--- src/rtl/seq_restoring_div.sv ---
// seq_restoring_div: multi-cycle unsigned restoring divider.
// One quotient bit per clock through a single shared WIDTH+1-bit subtractor,
// driven by a start/busy/done handshake.
// Optional feature macro: SEQ_RESTORING_DIV_DZ_CHECK_EN
//   defined   -> divisor==0 bypasses RUN, completes in 2 cycles and raises dz
//   undefined -> divisor==0 runs the normal iteration, dz is tied 0
module seq_restoring_div #(
    parameter int unsigned WIDTH = 8
) (
    input  logic             clk,
    input  logic             rst_n,
    input  logic             start,
    input  logic [WIDTH-1:0] dividend,
    input  logic [WIDTH-1:0] divisor,
    output logic             busy,
    output logic             done,
    output logic [WIDTH-1:0] quotient,
    output logic [WIDTH-1:0] remainder,
    output logic             dz
);

    localparam int unsigned    CntW    = $clog2(WIDTH) + 1;
    localparam logic [CntW-1:0] LastCnt = CntW'(WIDTH - 1);

    typedef enum logic [1:0] {
        StIdle,
        StRun,
        StDone
    } state_e;

    state_e           state_q, state_d;
    logic [WIDTH-1:0] q_q, q_d;        // dividend shift register, fills with quotient bits
    logic [WIDTH-1:0] d_q, d_d;        // latched divisor
    // The partial remainder is always < divisor between iterations, so the top
    // bit of the WIDTH+1-bit remainder is never set and only WIDTH bits are kept.
    logic [WIDTH-1:0] r_q, r_d;
    logic [CntW-1:0]  cnt_q, cnt_d;
    logic [WIDTH-1:0] quot_q, quot_d;
    logic [WIDTH-1:0] rem_q, rem_d;
    logic             busy_q, busy_d;
    logic             done_q, done_d;

    logic [WIDTH:0]   trial_shift;
    logic [WIDTH:0]   trial_diff;
    logic             borrow;

    // Shared subtractor: shifted partial remainder minus zero-extended divisor.
    always_comb begin
        trial_shift = {r_q, q_q[WIDTH-1]};
        trial_diff  = trial_shift - {1'b0, d_q};
        borrow      = trial_diff[WIDTH];
    end

`ifdef SEQ_RESTORING_DIV_DZ_CHECK_EN
    logic dz_q, dz_d;
`endif

    // Next-state logic for the control FSM, datapath and result registers.
    always_comb begin
        state_d = state_q;
        q_d     = q_q;
        d_d     = d_q;
        r_d     = r_q;
        cnt_d   = cnt_q;
        quot_d  = quot_q;
        rem_d   = rem_q;
`ifdef SEQ_RESTORING_DIV_DZ_CHECK_EN
        dz_d    = dz_q;
`endif

        unique case (state_q)
            StIdle: begin
                if (start) begin
                    q_d     = dividend;
                    d_d     = divisor;
                    r_d     = '0;
                    cnt_d   = '0;
                    state_d = StRun;
`ifdef SEQ_RESTORING_DIV_DZ_CHECK_EN
                    // Zero divisor: publish the natural algorithm result at once.
                    if (divisor == '0) begin
                        state_d = StDone;
                        quot_d  = '1;
                        rem_d   = dividend;
                        dz_d    = 1'b1;
                    end
`endif
                end
            end

            StRun: begin
                if (borrow) begin
                    // Trial subtraction went negative: restore.
                    r_d = trial_shift[WIDTH-1:0];
                    q_d = {q_q[WIDTH-2:0], 1'b0};
                end else begin
                    r_d = trial_diff[WIDTH-1:0];
                    q_d = {q_q[WIDTH-2:0], 1'b1};
                end
                cnt_d = cnt_q + CntW'(1);
                if (cnt_q == LastCnt) begin
                    // Last iteration: capture results as DONE is entered.
                    state_d = StDone;
                    quot_d  = q_d;
                    rem_d   = r_d;
`ifdef SEQ_RESTORING_DIV_DZ_CHECK_EN
                    dz_d    = 1'b0;
`endif
                end
            end

            StDone: begin
                state_d = StIdle;
            end

            default: begin
                state_d = StIdle;
            end
        endcase

        busy_d = (state_d != StIdle);
        done_d = (state_d == StDone);
    end

    // State and registered outputs; reset abandons any operation in flight.
    always_ff @(posedge clk or negedge rst_n) begin
        if (!rst_n) begin
            state_q <= StIdle;
            q_q     <= '0;
            d_q     <= '0;
            r_q     <= '0;
            cnt_q   <= '0;
            quot_q  <= '0;
            rem_q   <= '0;
            busy_q  <= 1'b0;
            done_q  <= 1'b0;
        end else begin
            state_q <= state_d;
            q_q     <= q_d;
            d_q     <= d_d;
            r_q     <= r_d;
            cnt_q   <= cnt_d;
            quot_q  <= quot_d;
            rem_q   <= rem_d;
            busy_q  <= busy_d;
            done_q  <= done_d;
        end
    end

`ifdef SEQ_RESTORING_DIV_DZ_CHECK_EN
    // Divide-by-zero flag, updated only when a result is published.
    always_ff @(posedge clk or negedge rst_n) begin
        if (!rst_n) begin
            dz_q <= 1'b0;
        end else begin
            dz_q <= dz_d;
        end
    end

    assign dz = dz_q;
`else
    assign dz = 1'b0;
`endif

    assign busy      = busy_q;
    assign done      = done_q;
    assign quotient  = quot_q;
    assign remainder = rem_q;

endmodule
--- config.mk ---
export PLATFORM = sky130hd
export DESIGN_NAME = seq_restoring_div
export DESIGN_NICKNAME = d
export VERILOG_FILES = /design/src/rtl/seq_restoring_div.sv
export SDC_FILE = /design/constraint.sdc
export NUM_CORES = 1
export LEC_CHECK = 0
export CAP_MARGIN = 40
export CORE_MARGIN = 2
export CORE_UTILIZATION = 53
export CTS_CLUSTER_SIZE = 12
export DETAILED_ROUTE_END_ITERATION = 8
export GPL_TIMING_DRIVEN = 0
export PLACE_DENSITY = 0.79
export REMOVE_ABC_BUFFERS = 1
export SETUP_SLACK_MARGIN = 0.2
export SLEW_MARGIN = 20
export SYNTH_ARGS = -nofsm -noshare
export SYNTH_HDL_FRONTEND = slang
export SYNTH_SLANG_ARGS = --single-unit
--- constraint.sdc ---
create_clock -name clk -period 2.9 [get_ports clk]
set_input_delay 0.58 -clock clk [delete_from_list [all_inputs] [get_ports clk]]
set_output_delay 0.58 -clock clk [all_outputs]
set_load 0.005 [all_outputs]
Word-level counts from Yosys, hierarchy flattened. Cells that the tools add are included. Widths: inputs -> output; s select.

$add $sub $neg: 2. $mul: 0. Shifts and indexed selects: 0. Eq/ne operators: 4. Reduce and logical (&&, ||, !) cells: 6. $lt $le $gt $ge: 0. Div/mod/pow operators: 0. Bitwise logic cells: 0. Multiplexer cells: 11.

Operators by type and width (count): $pmux 8 s2 (2); $mux 8 (3); $sub 9x8->9 (1); $pmux 4 s2 (1); $reduce_and 2->1 (3); $add 4x1->4 const B (1); $eq 4x3->1 const B (1); $mux 2 (2); $mux 4 (1); $pmux 2 s2 (1); $reduce_bool 2->1 (2); $eq 2x1->1 const B (1); $eq 2x2->1 const B (1); $logic_not 2->1 (1); $ne 2x2->1 const B (1); $mux 1 (1).

Bits in registers: 48. Memories kept: 0. ROM bits: 0. Word-level logic and storage cells: 32. Input port bits: 19. Bits in latches: 0. Memory bits (writable): 0. Output and inout port bits: 19.

Longest topological paths before layout.
Word-level depth: 4. Mapped depth: 10.

Least setup slack after synthesis. Ideal clock, no wire load.

Path kind: register to register. Start point: register q_q[7]. End point: register r_q[7]. Slack: 0.520 ns. Data required time: 2.765 ns. Arrival time: 2.245 ns. Stages on the path, launching flop included: 11. Cells stage by stage: dfrtp_1 > inv_1 > ha_1 > inv_1 > fa_1 > a211oi_4 > o211ai_1 > a221o_2 > buf_6 > a32oi_1 > o31ai_1.

Longest elaborated chain between the ends: 3.

RTL lines: start, declared (line 32) `logic [WIDTH-1:0] q_q, q_d;`; start signal, assigned (line 139) `q_q <= q_d;`; $sub 9x8->9 (line 50) `trial_diff = trial_shift - {1'b0, d_q};`; $mux 8 (line 92) `if (borrow) begin`; $pmux 8 s2 (line 71) `unique case (state_q)`; end signal, assigned (line 141) `r_q <= r_d;`; end, declared (line 36) `logic [WIDTH-1:0] r_q, r_d;`.

No other way between the ends. A chain may end at the register's enable or synchronous reset.

Worst setup path in the final report.
Start point: register q_q[7]. End point: register r_q[0].

Longest elaborated chain between the ends: 3.

RTL lines (line): $sub 9x8->9 (50); $mux 8 * (92); $pmux 8 s2 * (71).

Every way passes the cells marked *; elsewhere a longest branch is shown, timed or not.

==> results.toml <==
[status]
status = "completed"

[pwr]
sw_pwr_mw = 1.61
pwr-share-comb = 0.569
power.share.switching = 0.412
intPower_mw = 2.30
p_clk_frac = 0.126
power.leakage_nw = 1.34
vdd_drop_max_mv = 0.742
p_seq_frac = 0.305
ratio_of_total_power_to_cell_area_mw_per_mm2 = 1310

[routing]
vias = 1901
drt.antenna.violating_nets = 0
detail_route.first_pass.iterations = 4
routed-wl-met3_um = 229
top_layer = "met4"
finalWirelength_um = 4920
wl_met1_um = 2280
met2_wirelength_um = 2350
route.detailed.drc = 0
detail_route.iter0.violations = 109
post_drt_wl_per_cell_um = 14.4
route.detailed.vias_per_inst = 5.56

[placement]
placement.setup.worst_slack_ps = 234
hpwl_um = 3450
gp_congestion = 0.874
portBuffers = 36
number_of_placed_instances_taps_included = 329

[clock_network]
clkSinkCount = 48
ctsRootBufferMaster = "clkbuf_8"
clock_path_buffers = 2
cts-hold-fix-buffers = 0
clk_pin_slew_ps = 100
ctsHtreeMaxLevel = 2
numCtsBuffers = 5
worst_skew_late_latency_ps = 310
clock_tree_from_tritoncts = "done"

[die]
ioPinCount = 38
die_area_mm2 = 0.00511
placement_row_count = 24
chipWidth_um = 71.5
core_mm2 = 0.00438
die_height_um = 71.5
start_util = 0.550

[worst_setup_path]
timing.critical_path.to = "r_q[0]"
register_to_register_path_depth = 9
worst_setup_path_startpoint = "q_q[7]"
startpoint_of_the_lowest_slack_register_to_register_path = "q_q[7]"
worstReg2RegEnd = "r_q[0]"
worstSetupStartpointType = "register"
arrival_time_reported_for_the_critical_path_endpoint_ps = 2840
critical_path_class = "register to register"
timing.critical_path.to_type = "register"
critical_path_peak_fanout = 7
regToRegSetupSlack_ps = 290
required_ps = 3130

[timing]
setup_viol = 0
clock_skew_after_layout_ps = 10.1
rsz_0062_raised_after_global_routing = "false"
setup_slack_ps = 292
worst_case_headroom_to_the_max_slew_limit = 0.597
report.final.slew_viol_count = 0
hold_violations = 0
actual_transition_at_the_worst_max_transition_pin_ps = 604
clock.fmax_mhz = 383
post-route-period-util = 0.899
final_period_minus_worst_setup_slack_ps = 2610

[synthesis]
synth_cells = 250
avgSynthCellArea_um2 = 9.65
synth_area_mm2 = 0.00241
synth-edff-count = 0
netlist-cell-type-count = 45
synth.yosys.seq_area_share = 0.498
synth_ff_type = "dfrtp_1"
synth-async-reset-ratio = 1.00
synth-seq-cells = 48
synth_warnings = 0

[cells_and_area]
fin_cells = 342
nets = 318
layout.cells.most_common_list = "nand2_1, dfrtp_1, clkdlybuf4s50_1"
antennaDiodeCount = 0
post_route_cells_drive_above_1_share = 0.100
syn_to_final_growth_pct = 24.0
fillCellCount = 348

[job]
timing.max_cap.violations = 0

[grt]
grt_overflow_total = 0
grt_max_degree = 28
first_pass_grt_wire_length_um = 8340
grt.total_usage = 0.206
grt_antenna_before_repair = 0
grt_pass1_vias = 1780

[min_path]
min-delay-path-class = "input port to async pin"
worst min-delay path by stage:
stage / from / to / slack [ps] / cells after the start
CTS: rst_n / cnt_q[3] / 250 / 1
floorplan: rst_n / busy / 280 / 0
detailed placement: quotient[2] / quotient[2] / 460 / 2
global route: rst_n / q_q[4] / 260 / 1
global placement: quotient[3] / quotient[3] / 460 / 2
finish: rst_n / cnt_q[3] / 230 / 1
power by group through the flow:
stage	combinational, mW	sequential, mW	clock (mW)
finish	2.22	1.19	0.493
global route	2.50	1.23	0.528
CTS	2.09	1.19	0.503
detailed placement	2.08	1.20	0
global placement	1.99	1.18	0
floorplan	1.50	1.16	0
Yosys cell counts, drive strengths merged, types with 6 or more instances:
master,instances,share of area
clkbuf,9,0.015
nand2,48,0.075
a21oi,13,0.032
ha,9,0.047
nor2b,11,0.029
nor2,6,0.0093
o21ai,38,0.082
a22oi,8,0.025
dfrtp,48,0.50
inv,14,0.022
mux2i,6,0.025
through the flow:
step,hold slack [ps],instance area [µm²],TNS (ps),total power [mW],utilization
5_1_grt,263,2990,0,4.25,0.682
3_3_place_gp,459,2770,-3620,3.17,0.633
2_1_floorplan,284,2350,0,2.66,-
6_report,233,2990,0,3.90,0.682
3_5_place_dp,461,2820,0,3.28,0.643
4_1_cts,248,2930,0,3.78,0.669
flip-flops by register name, summed over array words and instances (netlist names):
signal	cells
d_q	8
busy	1
cnt_q	4
remainder	8
q_q	8
state_q	2
r_q	8
done	1
quotient	8
kinds of logic after synthesis:
kind of cell    Yosys count  synth area share
compound gates           78             0.211
simple gates             72             0.131
flops                    48             0.498
buf+inv                  28            0.0498
fa+ha+maj                10            0.0550
mux                       8            0.0358
xor+xnor                  5            0.0182
other cells               1           0.00155
per-layer routing:
metal | vias to the layer above | track usage
li1 | 945 | -
met1 | 910 | 0.289
met2 | 41 | 0.324
met3 | 5 | 0.0450
met4 | 0 | 0.0629
met5 | - | 0
timing repair:
action,CTS,global route
setup endpoints to repair,1,16
resized for setup,0,6
gates cloned,0,1
pin swaps,0,4
setup buffers,0,4
worst max-delay path: stages (launching register included):
cell and delay [ps]:
dfrtp_1 400, inv_2 80, ha_4 140, inv_2 40, fa_2 420, a211oi_4 320
o211ai_1 150, a221o_2 530, mux2_4 350, o21ai_2 110
area by class of cell:
cell class                      instances  area, µm²  share of cell area
Multi-Input combinational cell        175       1120               0.374
Clock buffer                            5       68.8              0.0230
Tap cell                               52       65.1              0.0217
Sequential cell                        48       1200               0.402
Timing Repair Buffer                   44        435               0.146
Clock inverter                          3       46.3              0.0155
Inverter                               15       56.3              0.0188
(Power assumes the default switching activity.)
